File: src/rtl/vga_axil_pkg.sv
// Shared types and helpers for the VGA AXI4-Lite to native register bridge.
// Contents:
//   resp_t, OKAY, SLVERR   AXI-Lite response codes
//   w_state_t              write FSM states (collect / issue / respond)
//   r_state_t              read FSM states (idle / issue / wait / respond)
//   axil2native_addr       byte address -> word address (drops BL low bits)
package vga_axil_pkg;

  typedef logic [1:0] resp_t;

  localparam resp_t OKAY   = 2'b00;
  localparam resp_t SLVERR = 2'b10;

  typedef enum logic [1:0] {
    W_COLLECT = 2'd0,
    W_ISSUE   = 2'd1,
    W_RESP    = 2'd2
  } w_state_t;

  typedef enum logic [1:0] {
    R_IDLE  = 2'd0,
    R_ISSUE = 2'd1,
    R_WAIT  = 2'd2,
    R_RESP  = 2'd3
  } r_state_t;

  // Callers truncate the result to their native address width, which
  // discards the address bits above the implemented word range.
  function automatic logic [63:0] axil2native_addr(input logic [63:0] addr,
                                                   input int bl);
    return addr >> bl;
  endfunction

endpackage

File: src/rtl/vga_axil_hold_reg.sv
// One-entry valid/ready holding register.
// Ports:
//   clk, rst      clock, synchronous active-high reset
//   in_valid/in_ready/in_data  upstream channel; in_ready is registered
//   accept_next   owner will be collecting in the next cycle
//   clear         drop the held entry (takes effect next cycle)
//   held_next     held flag as it will be after this edge
//   data          captured payload, stable while held
module vga_axil_hold_reg #(
  parameter int W = 32
) (
  input  logic         clk,
  input  logic         rst,
  input  logic         in_valid,
  output logic         in_ready,
  input  logic [W-1:0] in_data,
  input  logic         accept_next,
  input  logic         clear,
  output logic         held_next,
  output logic [W-1:0] data
);

  logic held;
  logic fire;

  assign fire      = in_valid & in_ready;
  assign held_next = clear ? 1'b0 : (held | fire);

  always_ff @(posedge clk) begin
    if (rst) begin
      held     <= 1'b0;
      in_ready <= 1'b0;
      data     <= '0;
    end else begin
      held     <= held_next;
      // Ready is a flop, so it is computed from the state one cycle ahead.
      in_ready <= accept_next & ~held_next;
      if (fire) data <= in_data;
    end
  end

endmodule

File: src/rtl/vga_axil_slave_native.sv
// AXI4-Lite slave to native register-port bridge for the VGA control block.
// AW and W are collected independently into one-entry buffers; the write is
// issued on the native port once both are held. Reads issue one read strobe
// and sample data_i READ_LATENCY cycles later. Both paths run concurrently.
//
// Handshake rule on every AXI channel: a transfer happens on a rising clk
// edge where valid and ready are both 1; a source keeps valid and payload
// steady until that edge, and this block never lowers valid (bvalid/rvalid)
// or changes the payload before its transfer.
//
// Ports: clk, rst (sync, active high); AW/W/B/AR/R AXI-Lite channels;
//   write_en_o/addr_write_o/data_o/strb_o native write port;
//   read_en_o/addr_read_o/data_i native read port;
//   w_state_dbg/r_state_dbg current write/read FSM state.
// Build option: VGA_AXIL_SLVERR_EN answers out-of-range or misaligned
//   requests with SLVERR and keeps them off the native port.
module vga_axil_slave_native
  import vga_axil_pkg::*;
#(
  parameter int AXIL_ADDR_W   = 32,
  parameter int DATA_W        = 32,
  parameter int NATIVE_ADDR_W = 4,
  parameter int READ_LATENCY  = 1,
  parameter int NUM_REGS      = 16
) (
  input  logic                     clk,
  input  logic                     rst,
  input  logic [AXIL_ADDR_W-1:0]   awaddr,
  input  logic                     awvalid,
  output logic                     awready,
  input  logic [DATA_W-1:0]        wdata,
  input  logic [DATA_W/8-1:0]      wstrb,
  input  logic                     wvalid,
  output logic                     wready,
  output logic [1:0]               bresp,
  output logic                     bvalid,
  input  logic                     bready,
  input  logic [AXIL_ADDR_W-1:0]   araddr,
  input  logic                     arvalid,
  output logic                     arready,
  output logic [DATA_W-1:0]        rdata,
  output logic [1:0]               rresp,
  output logic                     rvalid,
  input  logic                     rready,
  output logic                     write_en_o,
  output logic [NATIVE_ADDR_W-1:0] addr_write_o,
  output logic [DATA_W-1:0]        data_o,
  output logic [DATA_W/8-1:0]      strb_o,
  output logic                     read_en_o,
  output logic [NATIVE_ADDR_W-1:0] addr_read_o,
  input  logic [DATA_W-1:0]        data_i,
  output logic [1:0]               w_state_dbg,
  output logic [1:0]               r_state_dbg
);

  localparam int STRB_W = DATA_W / 8;
  localparam int BL     = $clog2(STRB_W);
  // The wait counter runs from READ_LATENCY-1 down to 0 inclusive.
  localparam logic [2:0] RD_CNT_INIT =
    (READ_LATENCY == 0) ? 3'd0 : 3'(READ_LATENCY - 1);

  w_state_t w_state, w_next;
  r_state_t r_state, r_next;

  logic                     aw_held_next, w_held_next;
  logic                     w_accept_next, w_clear;
  logic [AXIL_ADDR_W-1:0]   aw_data;
  logic [DATA_W+STRB_W-1:0] w_data;
  logic [AXIL_ADDR_W-1:0]   ar_addr;
  logic [2:0]               rd_cnt;
  logic                     rd_sample;
  logic                     wr_err, rd_err;

  function automatic logic [NATIVE_ADDR_W-1:0] word_idx(
      input logic [AXIL_ADDR_W-1:0] a);
    return NATIVE_ADDR_W'(axil2native_addr(64'(a), BL));
  endfunction

`ifdef VGA_AXIL_SLVERR_EN
  function automatic logic addr_err(input logic [AXIL_ADDR_W-1:0] a);
    return (a[BL-1:0] != '0) || (32'(word_idx(a)) >= 32'(NUM_REGS));
  endfunction
  assign wr_err = addr_err(aw_data);
  assign rd_err = addr_err(ar_addr);
`else
  assign wr_err = 1'b0;
  assign rd_err = 1'b0;
`endif

  // ---------------- write path ----------------
  assign w_accept_next = (w_next == W_COLLECT);
  assign w_clear       = (w_state == W_RESP) & bready;

  vga_axil_hold_reg #(.W(AXIL_ADDR_W)) u_aw_hold (
    .clk(clk), .rst(rst),
    .in_valid(awvalid), .in_ready(awready), .in_data(awaddr),
    .accept_next(w_accept_next), .clear(w_clear),
    .held_next(aw_held_next), .data(aw_data)
  );

  vga_axil_hold_reg #(.W(DATA_W + STRB_W)) u_w_hold (
    .clk(clk), .rst(rst),
    .in_valid(wvalid), .in_ready(wready), .in_data({wdata, wstrb}),
    .accept_next(w_accept_next), .clear(w_clear),
    .held_next(w_held_next), .data(w_data)
  );

  always_ff @(posedge clk) begin
    if (rst) w_state <= W_COLLECT;
    else     w_state <= w_next;
  end

  always_comb begin
    w_next = w_state;
    unique case (w_state)
      W_COLLECT: if (aw_held_next & w_held_next) w_next = W_ISSUE;
      W_ISSUE:   w_next = W_RESP;
      W_RESP:    if (bready) w_next = W_COLLECT;
      default:   w_next = W_COLLECT;
    endcase
  end

  assign write_en_o   = (w_state == W_ISSUE) & ~wr_err;
  assign addr_write_o = word_idx(aw_data);
  assign data_o       = w_data[DATA_W+STRB_W-1:STRB_W];
  assign strb_o       = w_data[STRB_W-1:0];
  assign bvalid       = (w_state == W_RESP);
  assign bresp        = (bvalid & wr_err) ? SLVERR : OKAY;
  assign w_state_dbg  = w_state;

  // ---------------- read path ----------------
  assign rd_sample = ((r_state == R_ISSUE) && (READ_LATENCY == 0)) ||
                     ((r_state == R_WAIT) && (rd_cnt == 3'd0));

  always_comb begin
    r_next = r_state;
    unique case (r_state)
      R_IDLE:  if (arvalid & arready) r_next = R_ISSUE;
      R_ISSUE: r_next = (READ_LATENCY == 0) ? R_RESP : R_WAIT;
      R_WAIT:  if (rd_cnt == 3'd0) r_next = R_RESP;
      R_RESP:  if (rready) r_next = R_IDLE;
      default: r_next = R_IDLE;
    endcase
  end

  always_ff @(posedge clk) begin
    if (rst) begin
      r_state <= R_IDLE;
      arready <= 1'b0;
      ar_addr <= '0;
      rd_cnt  <= 3'd0;
      rdata   <= '0;
      rresp   <= OKAY;
    end else begin
      r_state <= r_next;
      arready <= (r_next == R_IDLE);
      if (arvalid & arready) ar_addr <= araddr;
      if (r_state == R_ISSUE)     rd_cnt <= RD_CNT_INIT;
      else if (r_state == R_WAIT) rd_cnt <= rd_cnt - 3'd1;
      if (rd_sample) begin
        rdata <= rd_err ? '0 : data_i;
        rresp <= rd_err ? SLVERR : OKAY;
      end
    end
  end

  assign read_en_o   = (r_state == R_ISSUE) & ~rd_err;
  assign addr_read_o = word_idx(ar_addr);
  assign rvalid      = (r_state == R_RESP);
  assign r_state_dbg = r_state;

endmodule

File: config.mk
export PLATFORM = sky130hd
export DESIGN_NAME = vga_axil_slave_native
export DESIGN_NICKNAME = d
export VERILOG_FILES = /design/src/rtl/vga_axil_pkg.sv /design/src/rtl/vga_axil_hold_reg.sv /design/src/rtl/vga_axil_slave_native.sv
export SDC_FILE = /design/constraint.sdc
export NUM_CORES = 1
export LEC_CHECK = 0
export CAP_MARGIN = 20
export CORE_UTILIZATION = 30
export DETAILED_ROUTE_END_ITERATION = 10
export PLACE_DENSITY_LB_ADDON = 0.08
export RECOVER_POWER = 25
export SETUP_SLACK_MARGIN = 0.02
export SLEW_MARGIN = 10
export SYNTH_ARGS = -nofsm -noshare
export SYNTH_HDL_FRONTEND = slang
export SYNTH_SLANG_ARGS = --single-unit
File: constraint.sdc
create_clock -name clk -period 1.5 [get_ports clk]
set_input_delay 0.15 -clock clk [delete_from_list [all_inputs] [get_ports clk]]
set_output_delay 0.15 -clock clk [all_outputs]
set_load 0.005 [all_outputs]
==> flow_summary.json, run 1 <==
{
  "diodes": 0,
  "irDropWorstVdd_mv": 0.4436,
  "die_x_um": 107.0,
  "clk_latency_ps": 350,
  "dpl-instance-area_um2": 5107,
  "synthDistinctLibCells": 30,
  "syn2layout_area_growth_pct": 63.12,
  "hold_class": "input port to flip-flop",
  "io-pin-count": 230,
  "grt_overflow": 0,
  "yosys_warnings": 0,
  "synth_area_um2": 3308,
  "clock-sinks": 88,
  "synth_edf_count": 0,
  "ys.flop_type": "dfxtp_1",
  "clock_path_buffers": 2,
  "antenna_found_initial": 0,
  "stdcell_area_um2": 5396,
  "p_leak_nw": 1.891,
  "setup_viol": 0,
  "synth_top_area_share_pct": 53.25,
  "clkPwrFrac_pct": 33.0,
  "fin_setup_tns_ps": 0,
  "ant_nets": 0,
  "wl_um": 9357,
  "rsz0062_at_grt": "true",
  "synth_common_cells": "nand2_1, dfxtp_1, a21oi_1",
  "grt_pass1_wl_um": 14230,
  "synth.yosys.seq_area_share_pct": 53.25,
  "port-buffer-count": 169,
  "combinationalPowerShare_pct": 20.2,
  "postSynthAreaPerCell_um2": 8.312,
  "grt_max_degree": 44,
  "maxSlewViolCount": 0,
  "firstDrtPassIters": 4,
  "cts_tree": "done",
  "avgRoutedWirePerCell_um": 13.25,
  "fin_skew_ps": 7.675,
  "start_util_pct": 31.48,
  "synth_top_area_cell": "dfxtp_1",
  "synth.area.top_cells": "dfxtp_1, nand2_1, a21oi_1",
  "min_period_ps": 1447,
  "numCtsBuffers": 9,
  "timing.hold.ws_ps": 119.0,
  "via_per_inst": 4.462,
  "rows": 37,
  "ys_seq_elements": 88,
  "fmaxAchievable_ghz": 0.6911,
  "layout.nets": 706,
  "worstPathRequired_ps": 1350,
  "nFillCells": 1033,
  "internal_power_mw": 4.131,
  "crit_fanout": 3,
  "p_switching_mw": 1.392,
  "num_vias": 3150,
  "clockRootBuffer": "clkbuf_8",
  "hold_viol": 0,
  "grt_usage_pct": 15.90,
  "finalPower_mw": 5.522,
  "end_kind": "output port",
  "drive_above_1_share_pct": 10.88,
  "first_iter_violations": 112,
  "swShare_pct": 25.20,
  "status": "finished, final reports clean",
  "period_share_pct": 96.46,
  "path_clk_slew_ps": 90,
  "routabilityCongestion": 0.7145,
  "htreeDepth": 3,
  "crit_type": "flip-flop to output port",
  "start_kind": "flip-flop",
  "p_seq_share_pct": 46.8,
  "dp_hpwl_um": 6092,
  "core-area_um2": 10510,
  "synthCells": 398,
  "route.detailed.drc": 0,
  "cp.arrival_ps": 1300,
  "yosysMostFrequentCell": "nand2_1",
  "grt_pass1_vias": 2945,
  "die_h_um": 107.0,
  "async_flop_share_pct": 0,
  "powerDensity_nw_per_um2": 1023,
  "drv_cap": 0,
  "die_area_um2": 11450
}
-- power by group through the flow --
stage	sequential (mW)	clock, mW	combinational, mW
floorplan	2.65	0	0.464
global placement	2.63	0	1.07
detailed placement	2.64	0	1.07
CTS	2.59	1.88	1.08
global route	2.61	1.99	1.23
finish	2.58	1.82	1.12
-- worst max-delay path, stage by stage, from the launching register on --
cell and delay [ps]:
dfxtp_2 340, buf_4 110, clkdlybuf4s50_1 500
-- through the flow --
step / setup WS, ps / utilization (%) / instances
after floorplan: 216.3 / - / 401
after global placement: 173.5 / 48.60 / 686
after detailed placement: 133.5 / 48.60 / 686
after CTS: 23.94 / 50.85 / 703
after global routing: 8.963 / 51.35 / 706
final: 53.04 / 51.35 / 706
-- final cells by class --
class	count	area (um2)	area share (%)
clock buffer	11	141.4	2.620
clock inverter	5	80.08	1.484
inverter	3	11.26	0.2087
multi-input combinational	279	1348	24.97
sequential	88	1770	32.81
tap	136	170.2	3.153
timing repair buffer	184	1876	34.76
-- registers in the layout, indices dropped and copies added (netlist names) --
signal,flops
u_w_hold.data,36
rdata,32
ar_addr,4
u_aw_hold.data,4
rd_cnt,3
r_state_dbg,2
w_state_dbg,2
arready,1
u_aw_hold.held,1
u_aw_hold.in_ready,1
u_w_hold.held,1
u_w_hold.in_ready,1
-- worst paths after layout --
kind                              from                             end  slack (ps)  cells past startpoint
min reg2reg     rdata[18]$_SDFFE_PP0P_          rdata[18]$_SDFFE_PP0P_         460                      2
min                                rst  u_w_hold.data[21]$_SDFFE_PP0P_         120                      2
max reg2reg     rd_cnt[0]$_SDFFE_PP0P_          rdata[30]$_SDFFE_PP0P_         150                      6
max          r_state_dbg[0]$_SDFF_PP0_                  r_state_dbg[0]          50                      2
-- kinds of logic after synthesis --
family | Yosys count | synth area share (%)
other cells | 1 | 0.1134
flops | 88 | 53.25
compound gates | 91 | 15.17
simple gates | 181 | 23.64
fa+ha+maj | 2 | 0.7563
buf+inv | 34 | 6.808
xor+xnor | 1 | 0.2648
-- cell usage in the layout, fill, tap and decap left out, types with 5 or more instances in the layout --
cell and n:
nor2_1 5, nand2_1 140, a21oi_1 74, nand2_2 10, clkdlybuf4s50_1 163, clkbuf_8 10
nand3_1 8, dfxtp_1 83, a21oi_2 12, buf_4 5
-- timing repair --
item / CTS / global route
pin swaps: 0 / 2
buffers inserted: 1 / 1
resized for setup: 12 / 6
hold endpoints to repair: 0 / 0
setup endpoints to repair: 6 / 33
gates cloned: 0 / 3
hold buffers: 0 / 0
-- layer usage --
layer  vias up  global-route usage (%)  part of all wire [%]
met1      1414                   19.96                    45
met2       112                   24.70                    45
met3        10                   4.924                   8.7
li1       1614                       -                     -
met4         0                   7.632                   1.5
met5         -                       0                     0
Power figures use the tool's default switching activity.
==> inputs of run 2 (changes only) <==
Settings changed: ABC_AREA set to 1.
==> run 2 against run 1 <==
Wire length grew 0.19%. Largest power group unchanged. Cell count is 8.6% higher. Via count grew 6.9%. Final area rose by 4.9%.
==> flow_summary.json, run 2 <==
{
  "yosysMostFrequentCell": "nor2_1",
  "grt_max_degree": 38,
  "synth_top_area_share_pct": 51.09,
  "clock-sinks": 88,
  "fin_skew_ps": 7.516,
  "maxSlewViolCount": 0,
  "ys.flop_type": "dfxtp_1",
  "fmaxAchievable_ghz": 0.6941,
  "htreeDepth": 3,
  "nFillCells": 1075,
  "end_kind": "output port",
  "drv_cap": 0,
  "setup_viol": 0,
  "rsz0062_at_grt": "false",
  "core-area_um2": 11030,
  "synth.area.top_cells": "dfxtp_1, nor2_1, nand3b_1",
  "cts_hold_buf": 0,
  "clock_path_buffers": 2,
  "period_share_pct": 96.04,
  "synth-compound-area-share_pct": 6.967,
  "wl_um": 9375,
  "clockRootBuffer": "clkbuf_16",
  "synth_common_cells": "nor2_1, dfxtp_1, nand2_1",
  "async_flop_share_pct": 0,
  "drive_above_1_share_pct": 6.699,
  "ys_seq_elements": 88,
  "worstPathRequired_ps": 1350,
  "stdcell_area_um2": 5662,
  "die_h_um": 109.2,
  "synthCells": 452,
  "grt_usage_pct": 15.71,
  "dpl-instance-area_um2": 5294,
  "status": "finished, final reports clean",
  "ant_nets": 0,
  "crit_fanout": 4,
  "top_register": "u_w_hold.data",
  "postSynthAreaPerCell_um2": 7.629,
  "path_clk_slew_ps": 60,
  "synth_area_um2": 3448,
  "pre_cts_ws_ps": -107.8,
  "layout.nets": 765,
  "cp.arrival_ps": 1290,
  "largest_reg_flops": 36,
  "synth_xor_area_share_pct": 0,
  "route.detailed.drc": 0,
  "syn2layout_area_growth_pct": 64.19,
  "setup_ws_ps": 59.36,
  "grt_overflow": 0,
  "irDropWorstVdd_mv": 0.5258,
  "finalPower_mw": 6.984,
  "start_util_pct": 31.26,
  "synthDistinctLibCells": 20,
  "muxShareOfSynthArea_pct": 0,
  "min_from": "wdata[6]",
  "start_kind": "flip-flop",
  "routabilityCongestion": 0.7323,
  "hold_class": "input port to flip-flop",
  "grt_pass1_wl_um": 14520,
  "die_x_um": 109.2,
  "synth_top_family_by_area": "simple AND/OR/NAND/NOR gates",
  "p_leak_nw": 2.300,
  "final_cell_mix": "nor2_1, clkdlybuf4s50_1, dfxtp_1",
  "utilization_pct": 51.33,
  "io-pin-count": 230,
  "antenna_found_initial": 0,
  "min_period_ps": 1441,
  "reg_top3": "u_w_hold.data: 36 flops, rdata: 32 flops",
  "hold_viol": 0,
  "num_vias": 3366,
  "yosys.area_share.adder_pct": 0.7257,
  "grt_pass1_vias": 3162,
  "synth.yosys.seq_area_share_pct": 51.09,
  "first_iter_violations": 143,
  "cp-startpoint": "r_state_dbg[0]$_SDFF_PP0_",
  "synth_top_area_cell": "dfxtp_1",
  "dp_hpwl_um": 6402,
  "cts_tree": "done",
  "yosys_warnings": 0,
  "powerDensity_nw_per_um2": 1234,
  "diodes": 0,
  "numCtsBuffers": 9,
  "avgRoutedWirePerCell_um": 12.22,
  "firstDrtPassIters": 4,
  "port-buffer-count": 169,
  "clk_latency_ps": 330,
  "rows": 38,
  "synth_edf_count": 0,
  "die_area_um2": 11930,
  "r2r-start": "r_state_dbg[1]$_SDFF_PP0_",
  "via_per_inst": 4.389,
  "crit_type": "flip-flop to output port",
  "synthSimpleGateAreaFrac_pct": 33.24
}
==> run 2: kinds of logic (layout without fill, tap and decap cells) <==
| family | count (synthesis) | count (layout) |
|---|---|---|
| simple gates | 263 | 264 |
| flops | 88 | 88 |
| buf+inv | 50 | 221 |
| compound gates | 48 | 48 |
| fa+ha+maj | 2 | 2 |
| other cells | 1 | 4 |
==> run 2: worst paths after layout <==
check                              endpoint  slack (ps)  cells after the start
max reg2reg          rdata[15]$_SDFFE_PP0P_         160                      7
min          u_w_hold.data[10]$_SDFFE_PP0P_         430                      3
max                          r_state_dbg[0]          60                      2
min reg2reg  u_w_hold.data[16]$_SDFFE_PP0P_         480                      2
==> run 2: final cells by class <==
cell class              count  area, um2  share of cell area, %
inverters                  21      78.83                  1.392
well taps                 140      175.2                  3.094
clock inverters             4      95.09                  1.680
multi-input cells         318       1438                  25.39
clock buffers              10      229.0                  4.044
repair buffers            186       1883                  33.26
flip-flops and latches     88       1763                  31.14
==> run 2: power by group <==
part	leakage, nW	total, mW	internal [mW]	switching [mW]
Combinational	1.42	1.77	0.990	0.781
Sequential	0.721	2.74	2.61	0.133
Clock	0.158	2.47	1.61	0.864
Total	2.30	6.98	5.21	1.78
==> run 2: metrics by stage <==
stage	hold WS (ps)	setup TNS, ps	cells
floorplan	298.8	0	455
global placement	461.8	-1318	748
detailed placement	470.2	-2333	748
CTS	402.0	0	764
global route	448.6	0	767
finish	433.5	0	767
==> run 2: critical path: stages (launching register included) <==
cell,delay [ps]
dfxtp_2,330
buf_4,120
clkdlybuf4s50_1,510
==> run 2: layer usage <==
metal  vias up  GRT usage, %  wire, um
li1       1747             -         -
met1      1490         17.90      4030
met2       113         25.83      4228
met3        16         6.216       952
met4         0         7.048       163
met5         -             0         0
==> run 2: timing repair <==
| action | CTS | global route |
|---|---|---|
| setup buffers | 1 | 3 |
| pin swaps | 1 | 2 |
| gates cloned | 1 | 0 |
| endpoints found under the setup margin | 39 | 32 |
| resized for setup | 7 | 0 |
==> inputs of run 3 (changes only) <==
Clock period 1.5 ns to 1.43 ns, I/O delays scaled along.
==> run 3 against run 2 <==
Die area unchanged. Final area up 1.8%. Via count up 1.7%. Critical endpoint is now data_o[1]. Count of clock-buffer cells in the layout unchanged. Highest routed layer unchanged. Critical path depth down 1. Sequential cell count unchanged. Largest power group unchanged. Sequential power up 5%. Clock skew about the same.
==> flow_summary.json, run 3 (same netlist as run 2, synthesis figures left out) <==
{
  "reg_top3": "u_w_hold.data: 36 flops, rdata: 32 flops",
  "worstPathRequired_ps": 1290,
  "drv_cap": 0,
  "wl_um": 9913,
  "diodes": 0,
  "start_util_pct": 31.26,
  "cp-endpoint": "data_o[1]",
  "rsz0062_at_grt": "false",
  "crit_fanout": 2,
  "regArea_um2": 1765,
  "powerDensity_nw_per_um2": 1273,
  "die_area_um2": 11930,
  "critical_path_buf_inv_count": 1,
  "hold_class": "input port to flip-flop",
  "rows": 38,
  "rrSetupSlack_ps": 130,
  "crit_type": "flip-flop to output port",
  "end_kind": "output port",
  "ant_nets": 0,
  "crit_chain": "clkdlybuf4s50_1",
  "avgRoutedWirePerCell_um": 12.79,
  "largest_reg_flops": 36,
  "cp.arrival_ps": 1200,
  "clk_latency_ps": 330,
  "layout.nets": 771,
  "dpl-instance-area_um2": 5336,
  "first_iter_violations": 133,
  "num_vias": 3424,
  "die_x_um": 109.2,
  "io-pin-count": 230,
  "clock_path_buffers": 2,
  "hold_viol": 0,
  "grt_pass1_vias": 3218,
  "dp_hpwl_um": 6595,
  "grt_pass1_wl_um": 14900,
  "htreeDepth": 3,
  "irDropWorstVdd_mv": 0.7253,
  "r2r-start": "rd_cnt[0]$_SDFFE_PP0P_",
  "fin_skew_ps": 7.609,
  "pre_cts_ws_ps": -155.8,
  "utilization_pct": 52.23,
  "setup_viol": 0,
  "path_clk_slew_ps": 70,
  "critical-path-top-delay-family": "buffers and inverters",
  "top_register": "u_w_hold.data",
  "die_h_um": 109.2,
  "p_leak_nw": 2.332,
  "numCtsBuffers": 9,
  "worst-path-stages": 1,
  "reg2reg_to": "rdata[15]$_SDFFE_PP0P_",
  "fmaxAchievable_ghz": 0.7420,
  "firstDrtPassIters": 4,
  "maxSlewViolCount": 0,
  "layout_commonest_cell": "nor2_1",
  "multiInputGateArea_um2": 1458,
  "finalPower_mw": 7.332,
  "antenna_found_initial": 0,
  "setup_ws_ps": 82.21,
  "fin_setup_tns_ps": 0,
  "grt_max_degree": 34,
  "final_cell_mix": "nor2_1, clkdlybuf4s50_1, dfxtp_1",
  "core-area_um2": 11030,
  "crit_slowest_cell": "clkdlybuf4s50_1",
  "grt_overflow": 0,
  "start_kind": "flip-flop",
  "route.detailed.drc": 0,
  "via_per_inst": 4.418,
  "cp-startpoint": "u_w_hold.data[5]$_SDFFE_PP0P_",
  "clock-sinks": 88,
  "min_period_ps": 1348,
  "stdcell_area_um2": 5762,
  "status": "finished, final reports clean",
  "port-buffer-count": 169,
  "drive_above_1_share_pct": 8.976,
  "cts_tree": "done",
  "critPathMaxStageDelay_ps": 530,
  "clockRootBuffer": "clkbuf_16",
  "nFillCells": 1106,
  "syn2layout_area_growth_pct": 67.09,
  "period_share_pct": 94.25,
  "grt_usage_pct": 16.16,
  "routabilityCongestion": 0.7339,
  "rr_worst_depth": 8
}
run 3: cell types whose count changed in the layout (fill, tap and decap cells not counted), moves of 3 or more:
cell	before	now
clkdlybuf4s50_1	164	161
inv_1	19	16
o21ai_1	4	11
o21ai_0	42	35
clkinvlp_4	0	4
inv_2	1	4
run 3: repair_timing:
| action | in CTS | in global routing |
|---|---|---|
| resized for setup | 9 | 10 |
| setup endpoints to repair | 40 | 33 |
| buffers inserted | 3 | 1 |
| hold buffers | 0 | 0 |
| hold endpoints to repair | 0 | 0 |
| cloned | 1 | 3 |
| pin swaps | 1 | 4 |
run 3: area by class of cell:
class	count	share of cell area, %
Sequential cell	88	30.64
Inverter	21	1.368
Clock inverter	6	1.194
Multi-Input combinational cell	318	25.30
Tap cell	140	3.040
Clock buffer	10	4.148
Timing Repair Buffer	192	34.31
run 3: where the power goes:
group,internal (mW),total [mW],leakage [nW],switching (mW)
Sequential,2.74,2.88,0.722,0.144
Combinational,1.17,2.05,1.47,0.884
Clock,1.40,2.40,0.137,0.995
run 3: layer usage:
| layer | wire length [um] | vias up | share of wire, % | track usage [%] |
|---|---|---|---|---|
| li1 | - | 1759 | - | - |
| met5 | 0 | - | 0 | 0 |
| met3 | 1001 | 11 | 10 | 7.890 |
| met1 | 4060 | 1529 | 41 | 17.72 |
| met4 | 105 | 0 | 1.1 | 4.762 |
| met2 | 4746 | 125 | 48 | 27.45 |
run 3: per-stage QoR:
stage	hold slack [ps]	std cells
floorplan	291.8	455
CTS	391.8	772
detailed placement	471.1	752
global placement	461.2	752
global route	410.3	775
finish	402.7	775
run 3: worst min path at each step:
stage | start | slack, ps | cells past startpoint | end
floorplan | wdata[6] | 290 | 2 | u_w_hold.data[10]$_SDFFE_PP0P_
global placement | u_w_hold.data[0]$_SDFFE_PP0P_ | 460 | 2 | u_w_hold.data[0]$_SDFFE_PP0P_
detailed placement | u_w_hold.data[1]$_SDFFE_PP0P_ | 470 | 2 | u_w_hold.data[1]$_SDFFE_PP0P_
CTS | wdata[6] | 390 | 3 | u_w_hold.data[10]$_SDFFE_PP0P_
global route | wdata[6] | 410 | 3 | u_w_hold.data[10]$_SDFFE_PP0P_
finish | wdata[6] | 400 | 3 | u_w_hold.data[10]$_SDFFE_PP0P_
